==> src/rtl/ntr_cmd_responder_pkg.sv <==
// Shared definitions for the NTR command responder and later NTR stages.
//   - opcode constants for the 8-byte NTR command word (byte 0)
//   - default chip ID and dummy-read length
//   - responder state encoding
//   - helper that picks one byte of the chip ID
package ntr_cmd_responder_pkg;

  localparam logic [7:0] OP_LED   = 8'hFF;
  localparam logic [7:0] OP_ACT   = 8'h3C;
  localparam logic [7:0] OP_ID    = 8'h90;
  localparam logic [7:0] OP_DUMMY = 8'h9F;

  localparam logic [31:0] CHIP_ID_DEFAULT   = 32'h00000FC2;
  localparam logic [15:0] DUMMY_LEN_DEFAULT = 16'h2000;

  typedef enum logic [2:0] {
    ST_IDLE,
    ST_DECODE,
    ST_RESP_ID,
    ST_RESP_DUMMY,
    ST_DONE
  } state_t;

  // Chip ID is sent least-significant byte first.
  function automatic logic [7:0] id_byte(input logic [31:0] id, input logic [1:0] sel);
    return id[{sel, 3'b000} +: 8];
  endfunction

endpackage

==> src/rtl/ntr_cmd_responder_if.sv <==
// Bus bundle between the parallel command decoder / NTR pins and the responder.
//   cmd        64  assembled command word, byte k = cmd[8k+7:8k]
//   cmd_ready   1  level-high while cmd is valid
//   ntr_clk_s   1  debounced NTR bus clock (clk domain)
//   ntr_cs1_s   1  debounced CS1, active low (clk domain)
//   data_out    8  response byte toward the bus tristate
//   data_oe     1  drive enable for data_out
// master = decoder/pin side, slave = responder.
interface ntr_cmd_responder_if;
  logic [63:0] cmd;
  logic        cmd_ready;
  logic        ntr_clk_s;
  logic        ntr_cs1_s;
  logic [7:0]  data_out;
  logic        data_oe;

  modport master (
    output cmd, cmd_ready, ntr_clk_s, ntr_cs1_s,
    input  data_out, data_oe
  );

  modport slave (
    input  cmd, cmd_ready, ntr_clk_s, ntr_cs1_s,
    output data_out, data_oe
  );
endinterface

==> src/rtl/ntr_edge_detect.sv <==
// Rising-edge detector for a signal already synchronous to clk.
//   clk, rst_n  clock, asynchronous active-low reset
//   sig         input level
//   rise        one-cycle pulse when sig is 1 and was 0 on the previous clk
// RST_VAL presets the history register; 1 suppresses a false edge on reset release.
module ntr_edge_detect #(
  parameter logic RST_VAL = 1'b1
) (
  input  logic clk,
  input  logic rst_n,
  input  logic sig,
  output logic rise
);

  logic prev;

  // NOTE: clocked state uses non-blocking assignment so every register samples pre-edge values.
  always_ff @(posedge clk or negedge rst_n) begin
    if (!rst_n) prev <= RST_VAL;
    else        prev <= sig;
  end

  assign rise = sig & ~prev;

endmodule

==> src/rtl/ntr_cmd_responder.sv <==
// NTR command responder.
//   clk, rst_n   system clock, asynchronous active-low reset
//   bus          slave side of ntr_cmd_responder_if (command in, response byte out)
//   led          LED state, written by OP_LED from cmd[56]
//   activated    sticky, set by OP_ACT
//   busy         high whenever the responder is not idle
//   err_unknown  sticky, set by an unrecognised opcode
//   err_overrun  sticky, set by a new command while not idle (that command is dropped)
// OP_ID streams CHIP_ID bytes LSB first until deselected; OP_DUMMY streams
// DUMMY_LEN bytes of 0xFF. One byte advance per NTR clock rise.
module ntr_cmd_responder
  import ntr_cmd_responder_pkg::*;
#(
  parameter logic [31:0] CHIP_ID   = CHIP_ID_DEFAULT,
  parameter logic [15:0] DUMMY_LEN = DUMMY_LEN_DEFAULT
) (
  input  logic                 clk,
  input  logic                 rst_n,
  ntr_cmd_responder_if.slave   bus,
  output logic                 led,
  output logic                 activated,
  output logic                 busy,
  output logic                 err_unknown,
  output logic                 err_overrun
);

  state_t      state, state_next;
  logic [15:0] idx, idx_next;
  logic [7:0]  op;
  logic        led_bit;
  logic        ready_rise, clk_rise, cs1_rise;

  ntr_edge_detect #(.RST_VAL(1'b1)) u_ready_edge (
    .clk(clk), .rst_n(rst_n), .sig(bus.cmd_ready), .rise(ready_rise)
  );
  ntr_edge_detect #(.RST_VAL(1'b1)) u_clk_edge (
    .clk(clk), .rst_n(rst_n), .sig(bus.ntr_clk_s), .rise(clk_rise)
  );
  ntr_edge_detect #(.RST_VAL(1'b1)) u_cs1_edge (
    .clk(clk), .rst_n(rst_n), .sig(bus.ntr_cs1_s), .rise(cs1_rise)
  );

  // NOTE: every signal written here gets a default first, so no path leaves it unassigned (no latch).
  always_comb begin
    state_next = state;
    idx_next   = idx;
    case (state)
      ST_IDLE: if (ready_rise) state_next = ST_DECODE;
      ST_DECODE: begin
        case (op)
          OP_ID: begin
            idx_next   = '0;
            state_next = ST_RESP_ID;
          end
          OP_DUMMY: begin
            idx_next   = '0;
            state_next = ST_RESP_DUMMY;
          end
          default: state_next = ST_DONE;
        endcase
      end
      // Deselect beats a simultaneous NTR clock rise: idx is left alone.
      ST_RESP_ID: begin
        if (cs1_rise)      state_next = ST_DONE;
        else if (clk_rise) idx_next = idx + 16'd1;
      end
      ST_RESP_DUMMY: begin
        if (cs1_rise) state_next = ST_DONE;
        else if (clk_rise) begin
          idx_next = idx + 16'd1;
          if (idx_next == DUMMY_LEN) state_next = ST_DONE;
        end
      end
      ST_DONE: if (!bus.cmd_ready) state_next = ST_IDLE;
      default: state_next = ST_IDLE;
    endcase
  end

  always_ff @(posedge clk or negedge rst_n) begin
    if (!rst_n) begin
      state        <= ST_IDLE;
      idx          <= '0;
      op           <= '0;
      led_bit      <= 1'b0;
      led          <= 1'b0;
      activated    <= 1'b0;
      err_unknown  <= 1'b0;
      err_overrun  <= 1'b0;
      bus.data_out <= '0;
      bus.data_oe  <= 1'b0;
    end else begin
      state <= state_next;
      idx   <= idx_next;

      if (ready_rise) begin
        if (state == ST_IDLE) begin
          op      <= bus.cmd[7:0];
          led_bit <= bus.cmd[56];
        end else begin
          err_overrun <= 1'b1;
        end
      end

      if (state == ST_DECODE) begin
        case (op)
          OP_LED:          led         <= led_bit;
          OP_ACT:          activated   <= 1'b1;
          OP_ID, OP_DUMMY: ;
          default:         err_unknown <= 1'b1;
        endcase
      end

      // Outputs are registered from the next state so byte 0 appears in the
      // first RESP cycle and each new byte one clk after its NTR clock rise.
      bus.data_oe <= (state_next == ST_RESP_ID) || (state_next == ST_RESP_DUMMY);
      if (state_next == ST_RESP_ID)         bus.data_out <= id_byte(CHIP_ID, idx_next[1:0]);
      else if (state_next == ST_RESP_DUMMY) bus.data_out <= 8'hFF;
    end
  end

  assign busy = (state != ST_IDLE);

endmodule

==> src/flat_wrapper.sv <==
// flat-port wrapper written by rule: the top's interface ports become plain ports
module ntr_cmd_responder_flat import ntr_cmd_responder_pkg::*;
#(
  parameter logic [31:0] CHIP_ID   = CHIP_ID_DEFAULT,
  parameter logic [15:0] DUMMY_LEN = DUMMY_LEN_DEFAULT
)
  (clk, rst_n, led, activated, busy, err_unknown, err_overrun, bus_cmd, bus_cmd_ready, bus_ntr_clk_s, bus_ntr_cs1_s, bus_data_out, bus_data_oe);
  ntr_cmd_responder_if bus_i ();
  input  logic clk;
  input  logic rst_n;
  output logic led;
  output logic activated;
  output logic busy;
  output logic err_unknown;
  output logic err_overrun;
  input wire logic [$bits(bus_i.cmd)-1:0] bus_cmd;
  input wire logic [$bits(bus_i.cmd_ready)-1:0] bus_cmd_ready;
  input wire logic [$bits(bus_i.ntr_clk_s)-1:0] bus_ntr_clk_s;
  input wire logic [$bits(bus_i.ntr_cs1_s)-1:0] bus_ntr_cs1_s;
  output wire logic [$bits(bus_i.data_out)-1:0] bus_data_out;
  output wire logic [$bits(bus_i.data_oe)-1:0] bus_data_oe;
  assign bus_i.cmd = bus_cmd;
  assign bus_i.cmd_ready = bus_cmd_ready;
  assign bus_i.ntr_clk_s = bus_ntr_clk_s;
  assign bus_i.ntr_cs1_s = bus_ntr_cs1_s;
  assign bus_data_out = bus_i.data_out;
  assign bus_data_oe = bus_i.data_oe;
  ntr_cmd_responder #(.CHIP_ID(CHIP_ID), .DUMMY_LEN(DUMMY_LEN)) u_core (.clk(clk), .rst_n(rst_n), .bus(bus_i), .led(led), .activated(activated), .busy(busy), .err_unknown(err_unknown), .err_overrun(err_overrun));
endmodule
==> config.mk <==
export PLATFORM = sky130hd
export DESIGN_NAME = ntr_cmd_responder_flat
export DESIGN_NICKNAME = d
export VERILOG_FILES = /design/src/rtl/ntr_cmd_responder_pkg.sv /design/src/rtl/ntr_cmd_responder_if.sv /design/src/rtl/ntr_edge_detect.sv /design/src/rtl/ntr_cmd_responder.sv /design/src/flat_wrapper.sv
export SDC_FILE = /design/constraint.sdc
export NUM_CORES = 1
export LEC_CHECK = 0
export ABC_AREA = 1
export CAP_MARGIN = 20
export CORE_ASPECT_RATIO = 1.5
export CORE_MARGIN = 5
export CORE_UTILIZATION = 47
export DETAILED_ROUTE_END_ITERATION = 16
export MAX_ROUTING_LAYER = met4
export PLACE_DENSITY = 0.82
export SLEW_MARGIN = 25
export SYNTH_ARGS = -nofsm -noshare
export SYNTH_HDL_FRONTEND = slang
export SYNTH_HIERARCHICAL = 1
export SYNTH_SLANG_ARGS = --single-unit
==> constraint.sdc <==
create_clock -name clk -period 6.4 [get_ports clk]
set_clock_uncertainty 0.2 [all_clocks]
set_input_delay 1.28 -clock clk [delete_from_list [all_inputs] [get_ports clk]]
set_output_delay 1.28 -clock clk [all_outputs]
set_load 0.02 [all_outputs]
======== Word-level counts from Yosys, hierarchy flattened ========
Index checks and enable logic that the tools add are counted.
word-level totals
  bits in registers ....................... 44
  input bits .............................. 69
  output and inout bits ................... 14
  logic and storage cells ................. 66
operators by class
  add/subtract/negate cells ............... 1
  equality and inequality tests ........... 14
  shift operators ......................... 1
  multiplexer cells ....................... 14
  bitwise logic cells ..................... 8
  reductions and logical operators ........ 14
operators by type and width
  cell                       count
  $mux W16                   3
  $pmux W16 S2               1
  $shiftx A32 B6 Y8 const A  1
  $eq A8 B8 Y1 const B       3
  $mux W3                    6
  $add A16 B1 Y16 const B    1
  $eq A16 B14 Y1 const B     1
  $mux W8                    2
  $pmux W3 S5                1
  $eq A3 B2 Y1 const B       4
  $reduce_and A2 Y1          5
  $eq A8 B6 Y1 const B       1
  $pmux W3 S2                1
  $not A1 Y1                 5
  $ne A2 B2 Y1 const B       2
  $reduce_and A4 Y1          1
  $reduce_bool A2 Y1         2
  $reduce_or A2 Y1           2
  $reduce_or A4 Y1           1
  $and A1 B1 Y1              3
  $eq A3 B1 Y1 const B       1
  $eq A3 B3 Y1 const B       1
  $logic_not A3 Y1           1
  $reduce_bool A3 Y1         1
  other kinds (2)            2

======== Longest topological paths before layout ========
Gate-level depths: netlist (run 1).
  depth in word-level cells ............... 9
  gate-level depth with buffers ........... 15
  gate-level depth less buffers ........... 14

======== Cells and area by module ========
The synthesis (run 1) kept the hierarchy.
by module, submodules not included
  module             times used  cells each  area each (µm²)  seq. area each (µm²)
  ntr_cmd_responder  1           253         2042.0           925.9
  ntr_edge_detect    3           3           36.3             26.3

======== Least setup slack after synthesis (run 1) ========
No wires, ideal clock.
  path type ............................... input to register
  from .................................... in bus_ntr_cs1_s
  to ...................................... reg u_core.bus.data_out[3]
  arrival time ............................ 2362 ps
  slack ................................... 3726 ps
  cell stages on the path ................. 11
  path through ............................ inv_1 -> nor2_2 -> nor2_1 -> nand3_1 -> clkbuf_1 -> nor2_1 -> o21bai_1 -> nand2_1 -> nand4_1 -> nand2_1 -> inv_1
between the ends
  word-level cells in the longest chain between the ends .. 5
ends and longest elaborated chain
  item                    RTL line                     text
  start: declaration      flat_wrapper.sv:19           input wire logic [$bits(bus_i.ntr_cs1_s)-1:0] bus_ntr_cs1_s;
  $and A1 B1 Y1           ntr_edge_detect.sv:23        assign rise = sig & ~prev;
  via u_core.cs1_rise     ntr_cmd_responder.sv:31      logic ready_rise, clk_rise, cs1_rise;
  $mux W16                ntr_cmd_responder.sv:68      if (cs1_rise) state_next = ST_DONE;
  $pmux W16 S2            ntr_cmd_responder.sv:47      case (state)
  via u_core.idx_next[0]  ntr_cmd_responder.sv:28      logic [15:0] idx, idx_next;
  $shiftx A32 B6 Y8       ntr_cmd_responder_pkg.sv:26  return id[{sel, 3'b000} +: 8];
  $mux W8                 ntr_cmd_responder.sv:116     if (state_next == ST_RESP_ID) bus.data_out <= id_byte(CHIP_ID, idx_next[1:0]);
  end signal: assignment  ntr_cmd_responder.sv:116
  end: declaration        ntr_cmd_responder_if.sv:24   output data_out, data_oe
The timed path passes the listed nets, and every way through them passes these cells. The select of a mux whose other input is x is not followed.
A chain may end at the register's enable or synchronous reset.

======== Worst setup path after layout (run 1) ========
  from .................................... in bus_ntr_cs1_s
  to ...................................... reg u_core.bus.data_out[1]
The elaborated chain is that of the path after synthesis.

==> results of run 1 <==
==> registers in the layout, indices dropped and copies added, names as in the netlist <==
name                      cells
u_core/activated              1
u_core/bus.data_oe            1
u_core/bus.data_out           4
u_core/err_overrun            1
u_core/err_unknown            1
u_core/idx                   16
u_core/led                    1
u_core/led_bit                1
u_core/op                     8
u_core/state                  3
u_core/u_clk_edge/prev        1
u_core/u_cs1_edge/prev        1
u_core/u_ready_edge/prev      1
==> synthesized netlist by cell type, types with 4 or more instances <==
cell | instances | area [µm²]
a21oi_1 | 7 | 35.0
buf_4 | 4 | 30.0
dfrtp_1 | 37 | 926
inv_1 | 35 | 131
mux2_2 | 8 | 90.1
nand2_1 | 63 | 236
nand2_2 | 4 | 25.0
nand3_1 | 16 | 80.1
nand4_1 | 10 | 62.6
nor2_1 | 24 | 90.1
nor2_2 | 9 | 56.3
o21ai_0 | 8 | 40.0
o22ai_1 | 5 | 31.3
==> metrics by stage <==
stage	hold WS, ns	instances	utilization, %
final	0.256	337	56.8
after floorplan	0.275	262	-
after global routing	0.272	337	56.8
after detailed placement	0.247	329	54.3
after global placement	0.244	329	54.3
after CTS	0.265	337	56.8
==> final cells by class <==
| cell class | count | area (µm²) | area share [%] |
|---|---|---|---|
| Tap cell | 48 | 60.1 | 2.37 |
| Sequential cell | 40 | 1000 | 39.6 |
| Inverter | 35 | 131 | 5.18 |
| Clock inverter | 3 | 42.5 | 1.68 |
| Clock buffer | 5 | 68.8 | 2.71 |
| Multi-Input combinational cell | 179 | 962 | 38.0 |
| Timing Repair Buffer | 27 | 265 | 10.5 |
==> worst max-delay path, cell delays in order <==
cell and delay (ns):
clkdlybuf4s50_1 0.47, inv_1 0.05, nor2_2 0.21, nor2_1 0.09, nand3_1 0.33, nand2_1 0.40, inv_1 0.24, a21oi_1 0.13
inv_1 0.09, nand4_1 0.11, nand2_1 0.09, inv_1 0.04
==> per-layer routing <==
metal / global-route usage [%] / vias to the layer above / part of all wire (%) / wire (µm)
li1: - / 894 / - / -
met5: - / - / 0 / 0
met4: 7.79 / 0 / 2.4 / 106
met1: 16.1 / 843 / 37 / 1640
met3: 2.91 / 10 / 3.8 / 168
met2: 31.2 / 42 / 57 / 2500
==> kinds of logic after synthesis <==
kind of cell | after synthesis | synth area share (%)
DFF | 40 | 46.7
adders and majority gates | 1 | 0.582
xor gates and xnor gates | 2 | 0.815
muxes | 8 | 4.19
buffers and inverters | 43 | 8.55
and+or+nand+nor | 140 | 31.2
AOI/OAI and AO/OA | 28 | 7.97
==> how the worst max path moves through the flow <==
stage / slack [ns] / start / end / depth (start not counted)
6_report: 2.85 / bus_ntr_cs1_s / u_core/bus.data_out[1]$_DFFE_PN0P_ / 12
5_1_grt: 2.63 / bus_ntr_cs1_s / u_core/bus.data_out[6]$_DFFE_PN0P_ / 12
4_1_cts: 2.86 / bus_ntr_cs1_s / u_core/bus.data_out[6]$_DFFE_PN0P_ / 12
3_5_place_dp: 2.56 / bus_ntr_cs1_s / u_core/bus.data_out[6]$_DFFE_PN0P_ / 12
3_3_place_gp: 2.56 / bus_ntr_cs1_s / u_core/bus.data_out[1]$_DFFE_PN0P_ / 12
2_1_floorplan: 3.73 / bus_ntr_cs1_s / u_core/bus.data_out[3]$_DFFE_PN0P_ / 11
==> cells in the final DEF, fill, tap and decap left out, types with 2 or more instances in the layout <==
| master | Yosys | routed |
|---|---|---|
| a21o_1 | 3 | 3 |
| a21oi_1 | 7 | 7 |
| clkbuf_8 | 0 | 5 |
| clkdlybuf4s50_1 | 0 | 26 |
| dfrtp_1 | 37 | 37 |
| dfstp_2 | 3 | 3 |
| inv_1 | 35 | 35 |
| mux2_2 | 8 | 8 |
| nand2_1 | 63 | 63 |
| nand2_2 | 4 | 4 |
| nand3_1 | 16 | 16 |
| nand3_2 | 3 | 3 |
| nand3b_1 | 3 | 3 |
| nand4_1 | 10 | 10 |
| nor2_1 | 24 | 24 |
| nor2_2 | 9 | 9 |
| nor2_4 | 3 | 3 |
| nor4_1 | 3 | 3 |
| o21ai_0 | 8 | 8 |
| o21ai_1 | 2 | 2 |
| o22ai_1 | 5 | 5 |
| xor2_1 | 2 | 2 |
==> power by group <==
group	internal [mW]	total [mW]	switching, mW
combinational	0.0836	0.173	0.0892
clock	0.115	0.204	0.0890
sequential	0.292	0.326	0.0344
==> summary.md, run 1 <==
| Metric | Value |
|---|---|
| Status | complete, no violations |
| Vias | 1789 |
| DR iter-0 viols | 73 |
| DRC | 0 |
| Port buffer count | 27 |
| RSZ-0062 raised after global routing | false |
| #FFs+latches synth | 40 |
| WS Path Type | input port to register |
| Final setup viols | 0 |
| Max clock buf depth | 2 |
| VDD IR max | 176 µV |
| Slew at the pin closest to its max-slew limit | 0.881 ns |
| All-Layer GR Usage | 16.7% |
| Clock sinks | 40 |
| Hold EP | u_core/err_overrun$_DFFE_PN0P_ |
| Reg-to-Reg End | u_core/bus.data_out[1]$_DFFE_PN0P_ |
| Die Width | 65.2 µm |
| Synth Instances | 262 |
| Fin area | 0.00253 mm² |
| EDFF count, synth | 0 |
| PwrDens | 277 mW/mm² |
| Final Cycle Share | 55.5% |
| Syn avg cell area | 8.21 µm² |
| Worst setup EP type | register |
| CP Launch Type | input port |
| Initial antenna violation count | 0 |
| Slew Limit Headroom | 41.3% |
| Leak | 1.13 nW |
| Post-synthesis sequential area ratio | 46.7% |
| Setup ws final | 2.85 ns |
| Clk pin slew, worst setup/hold paths | 0.08 ns |
| Max cap viols | 0 |
| Number of library cell types mapped by synthesis | 30 |
| Fin. max-slew vios | 0 |
| Yosys warning total | 6 |
| Worst-path fanout max | 14 |
| I/O pin count | 83 |
| First-pass GRT wire length | 7780 µm |
| Mapped Area | 0.00215 mm² |
| Clk_lat worst skew | 0.29 ns |
| H-tree depth | 2 |
| GPL Wtd Cong | 0.878 |
| Peak Freq | 282 MHz |
| Setup Slack @ Placement | 2.56 ns |
| Die area | 0.00606 mm² |
| DRT Wirelength | 4420 µm |
| Initial core utilization | 48.2% |
| Core area | 0.00447 mm² |
| CTS Hold Bufs | 0 |
| Final hold vios | 0 |
| Layout Area Growth over Synthesis | 17.9% |
| Vias in the first global route | 1844 |
| Critical R2R Launch | u_core/u_cs1_edge/prev$_DFF_PN1_ |
| Hold path depth | 1 |
| Filler cells | 399 |
| Final nets | 358 |
| Total gr overflow | 0 |
| Cell Area, Placed | 0.00242 mm² |
| Hold_sp | u_core/err_overrun$_DFFE_PN0P_ |
| Top FF cell, synth | dfrtp_1 |
| DP Wirelength | 3340 µm |
| Min cycle time layout | 3.55 ns |
| TritonCTS buffer count | 5 |
| Total power draw | 0.703 mW |
| Layout cell share with drive strength beyond 1 | 14.2% |
| # diodes | 0 |
| Pin count of the biggest net entering global routing | 41 |
| Via/cell ratio | 5.31 |
| Post-synth ARST share | 100% |
| Hold Crit Class | register to register |
| Die Ht | 92.9 µm |
| Flop2flop setup slack | 3.83 ns |
| Clk root buf | clkbuf_8 |
| Crit path DAT | 3.54 ns |
| Post-route ant nets | 0 |
| Post-cts sizing count | 0 |
| Pre-Repair DR Iteration Count | 4 |
| Syn_nets | 332 |
| Post-CTS Setup Inserts | 0 |
| R2R depth | 10 |
| Mean routed wirelength per cell | 13.1 µm |
| Critical path required time | 6.39 ns |
| FP Rows | 30 |
| TNS Setup | 0 ns |
| CTS tree | built |
(Power assumes the default switching activity.)
==> inputs of run 2 (changes only) <==
CORE_UTILIZATION = 40   (was 47)
PLACE_DENSITY = 0.74   (was 0.82)
clock period = 2.85 ns   (was 6.4 ns; I/O delays follow)
==> run 2 against run 1 <==
Sequential power grew 120%. First-iteration DRC count rose by 5.5%. Global-route usage is 3.0 points lower. Non-clock buffer count grew 3. Total power is 130% higher. Critical path depth is 2 higher. Critical path type is now register to register. Sequential share of layout area shrank 0.79 points. Combinational power up 120%. Clock power rose by 130%. Die area rose by 15%. Register-to-register slack worse by 3.4 ns. Via count increased by 0.17%.
==> summary.md, run 2 (same netlist as run 1, synthesis figures left out) <==
| Metric | Value |
|---|---|
| Commonest non-fill, non-tap cell in the layout | nand2_1 |
| I/O pin count | 83 |
| Port buffer count | 27 |
| Max cap viols | 0 |
| Worst-path fanout max | 11 |
| Hold Crit Class | input port to asynchronous set/reset pin |
| Post-route ant nets | 0 |
| End of the critical path | u_core/bus.data_out[1]$_DFFE_PN0P_ |
| Switching Share | 30.3% |
| # diodes | 0 |
| Top flop regs | u_core/idx (16), u_core/op (8), u_core/bus.data_out (4) |
| Leak | 1.15 nW |
| Pin count of the biggest net entering global routing | 41 |
| Final hold vios | 0 |
| Crit-path most repeated cell | nand2_1 |
| DRC | 0 |
| Most frequent cells in the layout | nand2_1 (63), dfrtp_1 (37), inv_1 (35), clkdlybuf4s50_1 (26), nor2_1 (24) |
| FP Rows | 32 |
| Via/cell ratio | 4.98 |
| Sw power | 0.481 mW |
| Vias | 1792 |
| CTS Hold Bufs | 0 |
| DRT Wirelength | 4500 µm |
| Status | complete, no violations |
| R2R depth | 14 |
| Slew at the pin closest to its max-slew limit | 0.897 ns |
| Internal Power | 1.11 mW |
| Clock share of power | 29.9% |
| Final nets | 361 |
| Critical path required time | 2.85 ns |
| Critical R2R Launch | u_core/idx[1]$_DFF_PN0_ |
| Gate power share | 24.3% |
| RSZ-0062 raised after global routing | false |
| First-pass GRT wire length | 7490 µm |
| DR iter-0 viols | 77 |
| VDD IR max | 450 µV |
| Vias in the first global route | 1789 |
| CP startpoint | u_core/idx[1]$_DFF_PN0_ |
| Crit-path cells | ha_1, nand3_2, nor2_4, nand2_2, nand2_1, nand2_1, nor2_1, nand2_1, nor2_2, nand2_1, nand2_2, nand4_1, nand2_1, inv_1 |
| DP Wirelength | 3330 µm |
| Mean routed wirelength per cell | 12.5 µm |
| Peak Freq | 418 MHz |
| Slowest CP cell | dfrtp_1 |
| Max reg flops | 16 |
| Clk root buf | clkbuf_8 |
| Filler cells | 497 |
| Layout Area Growth over Synthesis | 20.2% |
| Core area | 0.00520 mm² |
| H-tree depth | 2 |
| Final setup viols | 0 |
| Die Width | 69.9 µm |
| Die area | 0.00697 mm² |
| Layout cell share with drive strength beyond 1 | 15.1% |
| Clk pin slew, worst setup/hold paths | 0.08 ns |
| Post-CTS Setup Inserts | 0 |
| Initial core utilization | 41.3% |
| TNS Setup | 0 ns |
| Flop2flop setup slack | 0.46 ns |
| End-of-flow core utilization | 49.7% |
| CP Launch Type | register |
| Initial antenna violation count | 0 |
| Crit path DAT | 2.39 ns |
| Worst setup EP type | register |
| Fin. max-slew vios | 0 |
| Reg-to-Reg End | u_core/bus.data_out[1]$_DFFE_PN0P_ |
| Pre-Repair DR Iteration Count | 4 |
| Slew Limit Headroom | 40.2% |
| All-Layer GR Usage | 13.7% |
| Biggest register | u_core/idx |
| CTS tree | built |
| Clk_lat worst skew | 0.30 ns |
| Max stage delay on crit path | 0.41 ns |
| TritonCTS buffer count | 5 |
| PwrDens | 614 mW/mm² |
| GPL Wtd Cong | 0.824 |
| WS Path Type | register to register |
| Total gr overflow | 0 |
| Post-cts sizing count | 0 |
| Die Ht | 99.8 µm |
| Clock sinks | 40 |
| Max clock buf depth | 2 |
| Min cycle time layout | 2.39 ns |
| Power share of the sequential group | 45.8% |
| Final Cycle Share | 83.9% |
## run 2: cell types whose count changed in the layout (fill, tap and decap cells not counted)
cell      previous run  this run
buf_4                0         3
clkinv_2             1         0
inv_6                0         1
## run 2: power groups by stage
| stage | clock network (mW) | logic, mW | registers [mW] |
|---|---|---|---|
| global placement | 0 | 0.384 | 0.735 |
| finish | 0.475 | 0.386 | 0.727 |
| detailed placement | 0 | 0.389 | 0.739 |
| CTS | 0.490 | 0.390 | 0.728 |
| floorplan | 0 | 0.230 | 0.753 |
| global route | 0.510 | 0.420 | 0.743 |
## run 2: routing by layer
metal / track usage, % / wire length (µm) / vias up / share of wire [%]
li1: - / - / 901 / -
met1: 12.3 / 1750 / 841 / 39
met2: 27.2 / 2470 / 41 / 55
met3: 3.11 / 179 / 9 / 4.0
met4: 5.16 / 94 / 0 / 2.1
met5: - / 0 / - / 0
## run 2: worst min-delay path by stage
stage                                              start                             end  slack (ns)  cells after the start
after floorplan                                    rst_n    u_core/activated$_DFFE_PN0P_        0.07                      0
after global placement      u_core/activated$_DFFE_PN0P_    u_core/activated$_DFFE_PN0P_        0.25                      1
after detailed placement  u_core/err_unknown$_DFFE_PN0P_  u_core/err_unknown$_DFFE_PN0P_        0.25                      1
after CTS                                          rst_n       u_core/idx[9]$_DFFE_PN0P_        0.22                      1
after global routing                               rst_n       u_core/idx[9]$_DFFE_PN0P_        0.28                      1
final                                              rst_n       u_core/idx[8]$_DFFE_PN0P_        0.20                      1
## run 2: metrics by stage
stage	hold WS, ns	power [mW]	cell area (µm²)	instances	worst slack (ns)
floorplan	0.0744	0.983	2150	262	0.835
global placement	0.249	1.12	2470	352	0.265
detailed placement	0.245	1.13	2470	352	0.245
CTS	0.218	1.61	2590	360	0.428
global route	0.276	1.67	2590	360	0.191
finish	0.199	1.59	2590	360	0.459
## run 2: cell type report
class,instances,area [µm²],share of cell area [%]
clock buffers,5,68.8,2.66
clock inverters,3,46.3,1.79
inverters,35,131,5.08
multi-input cells,179,962,37.2
flip-flops and latches,40,1000,38.8
well taps,68,85.1,3.29
repair buffers,30,288,11.1
## run 2: worst max-delay path: cells and delay by family, from the launching register on
family        cells  cell delay, ns
fa+ha+maj         1            0.29
buf+inv           1            0.03
flops             1            0.41
simple gates     12            1.35
